**src/rtl/cic_comb_upsampler.sv**
```systemverilog
// CIC interpolator front end: N-stage comb at the input rate, then zero-stuffing
// by RATE onto the clk_en output rate, widened to integrator width.
module cic_comb_upsampler #(
  parameter int WIDTH     = 16,
  parameter int GROWTH    = 7,
  parameter int SIGN      = 1,
  parameter int N_STAGES  = 3,
  parameter int RATE      = 16,
  parameter int OUT_WIDTH = WIDTH + GROWTH + SIGN
) (
  input  logic                        clk,
  input  logic                        rst,
  input  logic                        clk_en,
  input  logic signed [WIDTH-1:0]     in_data,
  input  logic                        in_valid,
  output logic                        in_ready,
  output logic signed [OUT_WIDTH-1:0] out,
  output logic                        out_valid,
  output logic                        underrun
);

  localparam int PW = $clog2(RATE);

  logic [PW-1:0]               phase;
  logic                        slot;
  logic signed [OUT_WIDTH-1:0] comb_in;
  logic signed [OUT_WIDTH-1:0] comb_out;

  assign slot     = clk_en && (phase == '0);
  // Gated by reset so the source never sees a transfer while state is held cleared.
  assign in_ready = slot && rst;

  assign comb_in = in_valid ? OUT_WIDTH'(signed'(in_data)) : '0;

  for (genvar k = 0; k < N_STAGES; k++) begin : g_stage
    logic signed [OUT_WIDTH-1:0] stage_in;
    logic signed [OUT_WIDTH-1:0] dly;
    logic signed [OUT_WIDTH-1:0] diff;

    if (k == 0) begin : g_first
      assign stage_in = comb_in;
    end else begin : g_next
      assign stage_in = g_stage[k-1].diff;
    end

    assign diff = stage_in - dly;

    // Delays advance on every slot, including underrun slots, so a missing
    // sample looks like a zero to the rest of the CIC chain.
    always_ff @(posedge clk or negedge rst) begin
      if (!rst) begin
        dly <= '0;
      end else if (slot) begin
        dly <= stage_in;
      end
    end
  end

  assign comb_out = g_stage[N_STAGES-1].diff;

  always_ff @(posedge clk or negedge rst) begin
    if (!rst) begin
      phase     <= '0;
      out       <= '0;
      out_valid <= 1'b0;
      underrun  <= 1'b0;
    end else begin
      if (clk_en) begin
        phase     <= (phase == PW'(RATE - 1)) ? '0 : phase + PW'(1);
        out       <= slot ? comb_out : '0;
        out_valid <= 1'b1;
      end else begin
        out       <= '0;
        out_valid <= 1'b0;
      end
      if (slot && !in_valid) begin
        underrun <= 1'b1;
      end
    end
  end

endmodule

```
**config.mk**
```make
export PLATFORM = sky130hd
export DESIGN_NAME = cic_comb_upsampler
export DESIGN_NICKNAME = d
export VERILOG_FILES = /design/src/rtl/cic_comb_upsampler.sv
export SDC_FILE = /design/constraint.sdc
export NUM_CORES = 1
export LEC_CHECK = 0
export ABC_CLOCK_PERIOD_IN_PS = 15700
export CAP_MARGIN = 5
export CORE_ASPECT_RATIO = 0.6
export CORE_UTILIZATION = 65
export CTS_CLUSTER_SIZE = 14
export DETAILED_ROUTE_END_ITERATION = 10
export HOLD_SLACK_MARGIN = 0.15
export PLACE_DENSITY = 0.87
export RECOVER_POWER = 100
export SYNTH_ARGS = -nofsm -noshare
export SYNTH_HDL_FRONTEND = slang
export SYNTH_SLANG_ARGS = --single-unit
export TNS_END_PERCENT = 5
```
**constraint.sdc**
```tcl
create_clock -name clk -period 15.7 [get_ports clk]
set_clock_uncertainty 0.2 [all_clocks]
set_input_delay 3.14 -clock clk [delete_from_list [all_inputs] [get_ports clk]]
set_output_delay 3.14 -clock clk [all_outputs]
set_load 0.02 [all_outputs]
```
==> results.md <==
- Core ar.: about 9500 sq um
- First-pass GRT wire length: 23.6 mm
- Min Tclk post-route: approximately 11 ns
- Chip height: 79.6 um
- Slowest CP cell: clkbuf_1
- Failing checks: capacitance limit, slew limit
- Register area share after synthesis: 36.0%
- # resized after CTS: 0
- Total grt overflow: 0
- Worst-margin pin slew: 4.03 ns
- Headroom to the max-slew limit: -169%
- RePlAce Congestion: 0.892
- Crit-path max FO: 105
- Initial Utilization: 69.0%
- Met1 Use GR: 34.0%
- Routed len/inst: 14.9 um
- Clock tree from TritonCTS: done
- Hold buffer count at CTS: 0
- Worst EP arrival: 7.90 ns
- Cell Rows: 27
- Async S/R FF share, synth: 100%
- Starting DRT DRC Count: 310
- Die W: between 100 and 150 um
- Sink Count: between 90 and 100
- FF-to-FF path depth: 27
- Top cells by count, synth: dfrtp_1, nand2_1, inv_1, o21ai_0, ha_1
- Maxcap violations: 4
- Setup WS pre-CTS: roughly 5.8 ns
- Crit. End Element: primary output
- Final Hold Viols: 0
- Period utilisation layout: 71.6%
- Final setup margin: 4.46 ns
- FMAX: 0.0889 GHz
- Pins Over Slew Limit: 246
- Count leader, synth: dfrtp_1
- Syn Nets: 840
- Clock H-tree levels: 3
- CP Launch Type: input pin
- Outcome: finished, violations left
- Tot GR Track Use: between 20% and 30%
- Ys Warns: 0
- Hold WC Path Type: flip-flop to flip-flop
- Drt total wl: 13.8 mm
- Hold_sp: underrun
- Crit Path Category: input pin to primary output
- Ant. Diodes: 0
- Io pins: 47
- Final #Nets: 879
- Hold depth: 1
- R2r startpoint: g_stage[0].dly[0]
- Top Family by Delay on Critical Path: buffers and inverters
- Synth Instances: 753
- Worst skew pair latency: 0.35 ns
- Detail Route Antenna Nets: 0
- Setup TNS: 0 ns
- Top_reg_cell synth: dfrtp_1
- Clock buffer depth: 2
- Yosys top cell by area: dfrtp_1
- Share of layout cells above drive strength 1: under 10%
- Via count: 5424
- Yosys top cell area share: between 30% and 40%
- Synth Register Bits: 94
- Dpl cells: slightly above 900
- Post-Syn Area: 6530 sq um
- Met3 global-route usage: 6.10%
- FF-to-FF setup slack: approximately 9 ns
- GR Util met2: 50.3%
- DR DRC count: 0
- Initial antenna violation count: 0
- Number of flops mapped to enable cells by yosys: 0
- Reg2Reg Capture Point: out[23]
- Worst Path Buf+Inv: 3
- Buffers on Ports: 46
- Postcts setup bufs: 0
- Num CTS Buffers: 9
- Final setup viols: 0
- Vias in the first global route: 5275
- Die Area: 10500 sq um
- Clock Pin Slew Worst Setup and Hold Paths: 0.07 ns
- Most used cell, CP: dlygate4sd3_1
- DP HPWL: ~10 mm
- Fillers: 660
- Count of cell types in the netlist: 59
- GRT busiest layer: met2
- Syn_area_per_cell: 8.67 sq um
- Largest net degree at the start of global routing: 106
- RSZ-0062 raised after global routing: false
- Worst setup startpoint: clk_en
- Crit path largest cell delay: 2.82 ns
- Via/cell ratio: ~6
- DR pass1 iterations: 5
- Area Overhead vs Synth: 12.6%
- CP cell instances: dlygate4sd3_1 -> and3_2 -> clkbuf_1 -> and2_1 -> dlygate4sd3_1
- Worst Hold Path EP: underrun
- Clk root buf: clkbuf_16
- CP Data Required Time: 12.36 ns
- Post-Layout Cell Count: approximately 900
- Synth top area cells: dfrtp_1, ha_1, o21ai_0
[routing by layer]
layer	vias to the layer above	share of wire, %
li1	2703	-
met4	0	0.99
met2	121	49
met3	16	4.4
met5	-	0
met1	2584	45
[flip-flops by register name, indices dropped and copies added, names as in the netlist]
name and cells:
underrun 1, g_stage.dly 64, phase 4, out_valid 1, out 24
[final cells by class]
| cell class | instances | area (sq um) | share of cell area (%) |
|---|---|---|---|
| Sequential cell | 94 | 2350 | 32.0 |
| Tap cell | 130 | 163 | 2.21 |
| Multi-Input combinational cell | 564 | 3800 | 51.6 |
| Timing Repair Buffer | 49 | 465 | 6.33 |
| Clock buffer | 9 | 225 | 3.06 |
| Inverter | 74 | 278 | 3.78 |
| Clock inverter | 7 | 73.8 | 1.00 |
[cell families after synthesis]
logic type / after synthesis / share of synthesized area [%]
multiplexers: 10 / 1.71
adder cells (fa/ha/maj): 67 / 13.2
flip-flops: 94 / 36.0
AO/OA/AOI/OAI: 215 / 21.3
XOR/XNOR: 42 / 5.63
buffers and inverters: 95 / 5.48
AND/OR/NAND/NOR: 230 / 16.7
[cell usage in the layout, fill, tap and decap left out, types with 14 or more instances in the layout]
cell / synthesis / routed
nor3_1: 17 / 17
xnor2_1: 27 / 27
nand2_1: 77 / 77
a21o_1: 21 / 21
xor2_1: 15 / 15
a21oi_1: 36 / 37
dlygate4sd3_1: 0 / 29
and3_1: 16 / 15
nor2_1: 50 / 50
nand3_1: 14 / 14
and2_1: 19 / 19
clkdlybuf4s50_1: 0 / 16
ha_1: 64 / 64
o21ai_0: 72 / 75
inv_1: 74 / 74
dfrtp_1: 94 / 94
[worst max path at each step]
stage	to	slack, ns	cells after the start
2_1_floorplan	out[23]	7.14	30
3_3_place_gp	out[23]	6.16	29
3_5_place_dp	out[23]	5.83	29
4_1_cts	out[23]	6.13	29
5_1_grt	in_ready	4.05	5
6_report	in_ready	4.46	5
[worst reg2reg max path: cells and delay by family (launching register included)]
family	cells	cell delay (ns)
buffers and inverters	1	0.05
xor gates and xnor gates	3	0.48
adders and majority gates	4	1.28
AOI/OAI and AO/OA	11	2.91
and+or+nand+nor	8	1.24
DFF	1	0.35
[per-stage QoR]
step	hold slack, ns	util, %	area (sq um)
CTS	0.289	78.2	7390
floorplan	0.249	-	6530
detailed placement	0.265	75.0	7090
global route	0.309	77.8	7350
finish	0.278	77.8	7350
global placement	0.264	75.0	7090
Power is not shown: default switching activity piles up to over one toggle a cycle in this logic, so the estimate is an artifact.
